## config.mk

```make
export PLATFORM = sky130hd
export DESIGN_NAME = fast_sequencer_flat
export DESIGN_NICKNAME = d
export VERILOG_FILES = /design/src/rtl/fast_pkg.sv /design/src/rtl/fast_sequencer_if.sv /design/src/rtl/fast_watchdog.sv /design/src/rtl/fast_sequencer.sv /design/src/flat_wrapper.sv
export SDC_FILE = /design/constraint.sdc
export NUM_CORES = 1
export LEC_CHECK = 0
export CAP_MARGIN = 20
export CELL_PAD_IN_SITES_DETAIL_PLACEMENT = 0
export CELL_PAD_IN_SITES_GLOBAL_PLACEMENT = 1
export CORE_ASPECT_RATIO = 1.25
export CORE_UTILIZATION = 25
export CTS_CLUSTER_SIZE = 24
export DETAILED_ROUTE_END_ITERATION = 7
export PLACE_DENSITY_LB_ADDON = 0.1
export SLEW_MARGIN = 0
export SYNTH_ARGS = -nofsm -noshare
export SYNTH_HDL_FRONTEND = slang
export SYNTH_SLANG_ARGS = --single-unit
```

## constraint.sdc

```tcl
create_clock -name clk_fast -period 2.49 [get_ports clk_fast]
set_input_delay 0.249 -clock clk_fast [delete_from_list [all_inputs] [get_ports clk_fast]]
set_output_delay 0.249 -clock clk_fast [all_outputs]
set_load 0.02 [all_outputs]
```

## src/rtl/fast_pkg.sv

```systemverilog
`timescale 1ns/1ps
`default_nettype none
// ============================================================================
// Module   : fast_pkg
// Purpose  : Shared definitions for the fast sequencer. Holds the FSM state
//            encoding, the run status codes and the parameter defaults.
// Revision : 1.0 - initial release
// ============================================================================
package fast_pkg;

    // Sequencer states. The binary encoding is fixed so that debug taps and
    // register dumps decode the same way on every build.
    typedef enum logic [2:0] {
        S_IDLE   = 3'd0,
        S_LAUNCH = 3'd1,
        S_RUN    = 3'd2,
        S_NORM   = 3'd3,
        S_CHECK  = 3'd4,
        S_DONE   = 3'd5
    } state_t;

    // Run outcome reported on status. It is held until the next start.
    typedef enum logic [1:0] {
        STAT_NONE    = 2'b00,
        STAT_CONV    = 2'b01,
        STAT_LIMIT   = 2'b10,
        STAT_TIMEOUT = 2'b11
    } status_t;

    // Parameter defaults.
    localparam int c_MAX_ITER_DEF = 16;
    localparam int c_START_TO_DEF = 4;
    localparam int c_RUN_TO_DEF   = 200;

    // Width of the watchdog counter and of the iteration counter.
    localparam int c_CNT_W = 8;

endpackage : fast_pkg
`default_nettype wire

```

## src/rtl/fast_sequencer_if.sv

```systemverilog
`timescale 1ns/1ps
`default_nettype none
// ============================================================================
// Module   : fast_sequencer_if
// Purpose  : Handshake bundle between the fast sequencer (slave side) and its
//            environment: the datapath controller and the convergence checker.
// Revision : 1.0 - initial release
// ============================================================================
interface fast_sequencer_if;
    import fast_pkg::*;

    logic                 start;
    logic                 fast_busy;
    logic                 conv_valid;
    logic                 conv_hit;
    logic                 go_fast;
    logic                 en_norm;
    logic                 en_conv;
    logic [c_CNT_W-1:0]   iter_cnt;
    logic                 busy;
    logic                 done;
    logic [1:0]           status;

    // Environment side: drives requests and datapath feedback.
    modport master (
        output start, fast_busy, conv_valid, conv_hit,
        input  go_fast, en_norm, en_conv, iter_cnt, busy, done, status
    );

    // Sequencer side.
    modport slave (
        input  start, fast_busy, conv_valid, conv_hit,
        output go_fast, en_norm, en_conv, iter_cnt, busy, done, status
    );

endinterface : fast_sequencer_if
`default_nettype wire

```

## src/rtl/fast_watchdog.sv

```systemverilog
`timescale 1ns/1ps
`default_nettype none
// ============================================================================
// Module   : fast_watchdog
// Purpose  : Saturating cycle counter used for the launch and run timeouts.
//            expired is high during the cycle that would be the limit-th
//            enabled cycle, so the owner can leave the state on that edge.
// Revision : 1.0 - initial release
// ============================================================================
module fast_watchdog
    import fast_pkg::*;
(
    input  wire logic                 clk_fast,
    input  wire logic                 rst,
    input  wire logic                 clear,
    input  wire logic                 enable,
    input  wire logic [c_CNT_W-1:0]   limit,
    output logic                      expired
);

    logic [c_CNT_W-1:0] r_cnt;
    logic [c_CNT_W:0]   w_cnt_plus1;

    // Count enabled cycles; clear wins over enable and the count sticks at all-ones.
    always_ff @(posedge clk_fast) begin
        if (rst || clear) begin
            r_cnt <= '0;
        end else if (enable && (r_cnt != {c_CNT_W{1'b1}})) begin
            r_cnt <= r_cnt + {{(c_CNT_W-1){1'b0}}, 1'b1};
        end
    end

    // One extra bit so the compare never wraps, even with a saturated count.
    assign w_cnt_plus1 = {1'b0, r_cnt} + {{c_CNT_W{1'b0}}, 1'b1};
    assign expired     = (w_cnt_plus1 >= {1'b0, limit});

endmodule : fast_watchdog
`default_nettype wire

```

## src/rtl/fast_sequencer.sv

```systemverilog
`timescale 1ns/1ps
`default_nettype none
// ============================================================================
// Module   : fast_sequencer
// Purpose  : Controls a fixed-point iteration loop. Each iteration launches
//            the datapath, waits for it to finish, pulses normalisation, then
//            consults the convergence checker. A run ends on convergence, on
//            the iteration limit, or on a launch/run timeout.
// Revision : 1.0 - initial release
// ============================================================================
module fast_sequencer
    import fast_pkg::*;
#(
    parameter int MAX_ITER = c_MAX_ITER_DEF,
    parameter int START_TO = c_START_TO_DEF,
    parameter int RUN_TO   = c_RUN_TO_DEF
) (
    input  wire logic          clk_fast,
    input  wire logic          rst,
    fast_sequencer_if.slave    bus
);

    localparam logic [c_CNT_W-1:0] c_MAX_ITER = c_CNT_W'(MAX_ITER);
    localparam logic [c_CNT_W-1:0] c_START_TO = c_CNT_W'(START_TO);
    localparam logic [c_CNT_W-1:0] c_RUN_TO   = c_CNT_W'(RUN_TO);

    state_t              r_state;
    state_t              w_next;
    logic                w_status_set;
    status_t             w_status_code;

    logic                r_go_fast;
    logic                r_en_norm;
    logic                r_en_conv;
    logic                r_done;
    logic [c_CNT_W-1:0]  r_iter_cnt;
    status_t             r_status;

    logic                w_wd_clear;
    logic                w_wd_en;
    logic [c_CNT_W-1:0]  w_wd_limit;
    logic                w_wd_exp;

    // Watchdog restarts on every state change; it only advances while the
    // datapath is overdue (LAUNCH) or still busy (RUN).
    assign w_wd_clear = (w_next != r_state);
    assign w_wd_en    = ((r_state == S_LAUNCH) && !bus.fast_busy) ||
                        ((r_state == S_RUN)    &&  bus.fast_busy);
    assign w_wd_limit = (r_state == S_RUN) ? c_RUN_TO : c_START_TO;

    fast_watchdog u_watchdog (
        .clk_fast (clk_fast),
        .rst      (rst),
        .clear    (w_wd_clear),
        .enable   (w_wd_en),
        .limit    (w_wd_limit),
        .expired  (w_wd_exp)
    );

    // State register.
    always_ff @(posedge clk_fast) begin
        if (rst) begin
            r_state <= S_IDLE;
        end else begin
            r_state <= w_next;
        end
    end

    // Next-state decode and the status code to latch when a run ends.
    always_comb begin
        w_next        = r_state;
        w_status_set  = 1'b0;
        w_status_code = STAT_NONE;
        case (r_state)
            S_IDLE: begin
                if (bus.start) begin
                    w_next = S_LAUNCH;
                end
            end
            S_LAUNCH: begin
                if (bus.fast_busy) begin
                    w_next = S_RUN;
                end else if (w_wd_exp) begin
                    w_next        = S_DONE;
                    w_status_set  = 1'b1;
                    w_status_code = STAT_TIMEOUT;
                end
            end
            S_RUN: begin
                if (!bus.fast_busy) begin
                    w_next = S_NORM;
                end else if (w_wd_exp) begin
                    w_next        = S_DONE;
                    w_status_set  = 1'b1;
                    w_status_code = STAT_TIMEOUT;
                end
            end
            S_NORM: begin
                w_next = S_CHECK;
            end
            S_CHECK: begin
                // Convergence takes priority over the iteration limit.
                if (bus.conv_valid) begin
                    if (bus.conv_hit) begin
                        w_next        = S_DONE;
                        w_status_set  = 1'b1;
                        w_status_code = STAT_CONV;
                    end else if (r_iter_cnt == c_MAX_ITER) begin
                        w_next        = S_DONE;
                        w_status_set  = 1'b1;
                        w_status_code = STAT_LIMIT;
                    end else begin
                        w_next = S_LAUNCH;
                    end
                end
            end
            S_DONE: begin
                w_next = S_IDLE;
            end
            default: begin
                w_next = S_IDLE;
            end
        endcase
    end

    // Registered outputs, decoded from the state being entered so each one
    // lines up exactly with its state. go_fast falls on the edge that leaves
    // RUN, which keeps it low through NORM and CHECK.
    always_ff @(posedge clk_fast) begin
        if (rst) begin
            r_go_fast  <= 1'b0;
            r_en_norm  <= 1'b0;
            r_en_conv  <= 1'b0;
            r_done     <= 1'b0;
            r_iter_cnt <= '0;
            r_status   <= STAT_NONE;
        end else begin
            r_go_fast <= (w_next == S_LAUNCH) || (w_next == S_RUN);
            r_en_norm <= (w_next == S_NORM);
            r_en_conv <= (w_next == S_CHECK);
            r_done    <= (w_next == S_DONE);

            if ((r_state == S_IDLE) && bus.start) begin
                r_iter_cnt <= '0;
                r_status   <= STAT_NONE;
            end else begin
                if ((r_state == S_NORM) && (r_iter_cnt < c_MAX_ITER)) begin
                    r_iter_cnt <= r_iter_cnt + {{(c_CNT_W-1){1'b0}}, 1'b1};
                end
                if (w_status_set) begin
                    r_status <= w_status_code;
                end
            end
        end
    end

    assign bus.go_fast  = r_go_fast;
    assign bus.en_norm  = r_en_norm;
    assign bus.en_conv  = r_en_conv;
    assign bus.done     = r_done;
    assign bus.iter_cnt = r_iter_cnt;
    assign bus.status   = r_status;
    assign bus.busy     = (r_state != S_IDLE) && (r_state != S_DONE);

endmodule : fast_sequencer
`default_nettype wire

```

## src/flat_wrapper.sv

```systemverilog
// flat-port wrapper written by rule: the top's interface ports become plain ports
module fast_sequencer_flat import fast_pkg::*;
#(
    parameter int MAX_ITER = c_MAX_ITER_DEF,
    parameter int START_TO = c_START_TO_DEF,
    parameter int RUN_TO   = c_RUN_TO_DEF
)
  (clk_fast, rst, bus_start, bus_fast_busy, bus_conv_valid, bus_conv_hit, bus_go_fast, bus_en_norm, bus_en_conv, bus_iter_cnt, bus_busy, bus_done, bus_status);
  fast_sequencer_if bus_i ();
  input  wire logic clk_fast;
  input  wire logic rst;
  input wire logic [$bits(bus_i.start)-1:0] bus_start;
  input wire logic [$bits(bus_i.fast_busy)-1:0] bus_fast_busy;
  input wire logic [$bits(bus_i.conv_valid)-1:0] bus_conv_valid;
  input wire logic [$bits(bus_i.conv_hit)-1:0] bus_conv_hit;
  output wire logic [$bits(bus_i.go_fast)-1:0] bus_go_fast;
  output wire logic [$bits(bus_i.en_norm)-1:0] bus_en_norm;
  output wire logic [$bits(bus_i.en_conv)-1:0] bus_en_conv;
  output wire logic [$bits(bus_i.iter_cnt)-1:0] bus_iter_cnt;
  output wire logic [$bits(bus_i.busy)-1:0] bus_busy;
  output wire logic [$bits(bus_i.done)-1:0] bus_done;
  output wire logic [$bits(bus_i.status)-1:0] bus_status;
  assign bus_i.start = bus_start;
  assign bus_i.fast_busy = bus_fast_busy;
  assign bus_i.conv_valid = bus_conv_valid;
  assign bus_i.conv_hit = bus_conv_hit;
  assign bus_go_fast = bus_i.go_fast;
  assign bus_en_norm = bus_i.en_norm;
  assign bus_en_conv = bus_i.en_conv;
  assign bus_iter_cnt = bus_i.iter_cnt;
  assign bus_busy = bus_i.busy;
  assign bus_done = bus_i.done;
  assign bus_status = bus_i.status;
  fast_sequencer #(.MAX_ITER(MAX_ITER), .START_TO(START_TO), .RUN_TO(RUN_TO)) u_core (.clk_fast(clk_fast), .rst(rst), .bus(bus_i));
endmodule
```

==> impl_results.md <==
* Run status: finished clean
* Global routing usage on met3 at just over 2%
* Transition time of the tightest slew-check pin at approximately 660 ps
* Startpoint type of the worst setup path: register
* Area after DPL at approximately 2000 sq um
* Area of the die at 6500 sq um
* Number of global-route vias before repair at roughly 1.4k
* Post-synth EDFFs at 0
* Worst Path Arrival at ~2600 ps
* Internal power consumption at around 0.00062 W
* Worst setup margin at about 110 ps
* Top-level I/O count at 21
* Initial Utilization at 26.2%
* Largest net degree at the start of global routing at 21
* CTS tree: yes
* Number of antenna violations at the first check in global routing at 0
* Met2 Use GR at 24.2%
* Overflow after GRT at 0
* Setup TNS at 0 ps
* Core area at ~5900 sq um
* Synthesized area divided by synthesized cell count at 8.73 sq um
* Average via count per standard cell at 4.76
* Global-route layer with the greatest usage: met2
* Number of vias in the routed layout at approximately 1.4k
* Routability cong. at 0.822
* Sequential share of the synthesized area at approximately 32%
* Total wire length at roughly 4100 microns
* Final #Nets at approximately 230
* Final critical-path required period at ~2400 ps
* Flop pwr share at between 40% and 50%
* Clock-pin transition on the worst setup and hold timing paths at about 100 ps
* All-layer global routing usage at between 10% and 20%
* Cell area after technology mapping at around 1500 sq um
* Antenna-violating nets left at 0
* Global-route wire length before repair at 6860 microns
* Switch Pwr at approximately 0.00027 W
* Worst-case headroom to the max-slew limit at between 50% and 60%
* Kind of end point of the critical path: register
* Synthesis-to-finish area growth at 36.8%
* TritonCTS Buffers at 3
* Iter 0 DRT Violations at 48
* Mapped Nets at roughly 190
* Total power at approximately 0.00089 W
* Final hold slack at 448 ps
* Part of the total power dissipated in the clock network at between 20% and 30%
* Die width at approximately 72 microns
* Required time at the endpoint of the critical path at 2670 ps
* Power density over the cells at 420 nW/um^2
* LEAKAGE at ~0.76 nW
* Number of max-slew violations in the final report at 0
* Maximum capacitance violations at 0
* Remaining routing DRC violations at 0
* Portion of the clock cycle consumed by the worst path in the final layout at between 90% and 100%
* N_diodes at 0
* Class of the tightest hold or removal check: reg -> reg
* Switching share of total power at between 30 and 40%
* Met1 usage at between 10% and 20%
* Start-to-end type of the worst setup path: reg -> reg
* Final hold violation count at 0
* Std cell rows at 31
* Number of port buffers at 20
* Number of setup violations in the final report at 0
* Final worst clock skew at ~8.6 ps
* Clk Tree Root Cell: clkbuf_8
* Number of synthesized register bits at 25
* TritonRoute pass-1 iters at 4
* Maximum root-to-sink buffer count at 2
* Relative contribution of combinational cells to total power at 24.6%
* Setup repair after global routing missed its margin: no
* Yosys warning total at 0
* Maximum frequency from static timing analysis at about 0.42 GHz
* H-tree lvl count at 1
* Crit Path Max Fanout at 8
* Die height at approximately 90 microns
* Post-detailed-placement half-perimeter wirelength at roughly 3200 microns
* VDD IR-drop max at about 0.17 mV
* Number of different library cells in the post-synthesis netlist at 53
* Highest-count cells in the layout ignoring fill and taps: 22 x buf_4, 22 x dfxtp_1, 20 x clkdlybuf4s50_1, 18 x nor2_1, 10 x nor3_1
* Main synth FF type: dfxtp_1
* Pre-CTS setup slack at -167 ps
* Share of async-settable or async-resettable flops after synthesis at 0%
* Final standard cell area without fillers at between 2000 and 2500 sq um
* Clk sinks at 25
* Clock network latency to the later pin of the worst-skew pair at 270 ps
* Wire length per cell after detailed routing at 13.8 microns
* Layout cell share with drive strength beyond 1 at approximately a quarter
* Gate count of the mapped netlist at around 180
## cells by family after synthesis
family | synth area share [%]
AND/OR/NAND/NOR | 24.0
AO/OA/AOI/OAI | 22.3
flip-flops | 32.4
buffers and inverters | 4.94
XOR/XNOR | 7.37
adder cells (fa/ha/maj) | 6.48
multiplexers | 2.59
## cell usage after synthesis (all sizes together), types with 3 or more instances
cell type	instances	area, sq um
dfxtp	25	500
nor2	21	78.8
nor3	10	50.1
a21oi	9	52.6
nand2	9	33.8
ha	8	100
inv	8	30.0
xor2	8	70.1
a211oi	6	57.6
nand3	6	30.0
buf	5	26.3
clkbuf	5	20.0
xnor2	5	43.8
mux2i	4	40.0
nor4	4	25.0
o21ai	4	23.8
a211o	3	27.5
and3	3	21.3
## layout make-up
type                    instances  area, sq um
clock buffers                   3         41.3
clock inverters                 1         7.51
fillers                       648         3780
inverters                       8         30.0
multi-input cells             134         1040
flip-flops and latches         25          509
well taps                      82          103
repair buffers                 43          385
## flip-flops by register name, indices dropped and copies added, names as in the netlist
register / flops
u_core.bus.done: 1
u_core.bus.en_conv: 1
u_core.bus.en_norm: 1
u_core.bus.go_fast: 1
u_core.bus.iter_cnt: 8
u_core.bus.status: 2
u_core.r_state: 3
u_core.u_watchdog.r_cnt: 8
## timing repair
| action | in CTS | in global routing |
|---|---|---|
| setup endpoints to repair | 15 | 12 |
| buffers inserted | 3 | 1 |
| pin swaps | 3 | 3 |
| resized for setup | 9 | 12 |
| endpoints found under the hold margin | 0 | 0 |
| hold buffers | 0 | 0 |
## stage by stage
step	std cells	util [%]
global placement	289	33.1
CTS	296	34.9
detailed placement	289	33.1
global route	296	35.9
finish	296	35.9
floorplan	177	-
## power groups by stage
stage	Combinational, W	Sequential [W]	Clock [W]
2_1_floorplan	0.000125	0.000430	0
3_3_place_gp	0.000203	0.000424	0
3_5_place_dp	0.000202	0.000425	0
4_1_cts	0.000212	0.000416	0.000272
5_1_grt	0.000241	0.000415	0.000283
6_report	0.000219	0.000414	0.000256
## layer usage
metal	up-vias	share of wire, %
met4	0	3.2
met1	658	42
met2	22	52
li1	720	-
met5	-	0
met3	8	2.9
## final timing paths
check | from | end | slack [ps] | depth (start not counted)
worst min register to register | u_core.bus.iter_cnt[5] | u_core.bus.iter_cnt[5] | 450 | 2
worst max register to register | u_core.u_watchdog.r_cnt[0] | u_core.u_watchdog.r_cnt[7] | 110 | 13
worst min-delay path | u_core.bus.iter_cnt[5] | u_core.bus.iter_cnt[5] | 450 | 2
worst max-delay path | u_core.u_watchdog.r_cnt[0] | u_core.u_watchdog.r_cnt[7] | 110 | 13
## critical path: stages, from the launching register on
cell	delay, ps
dfxtp_4	390
ha_1	170
nand2_1	70
nor2_2	110
nand2_2	70
xnor2_1	140
ha_1	310
nand2_1	100
nor2_4	60
a211oi_2	220
buf_4	150
a211oi_4	60
buf_12	160
nor4_1	280
Note: power is estimated with default switching activity, not from simulation.
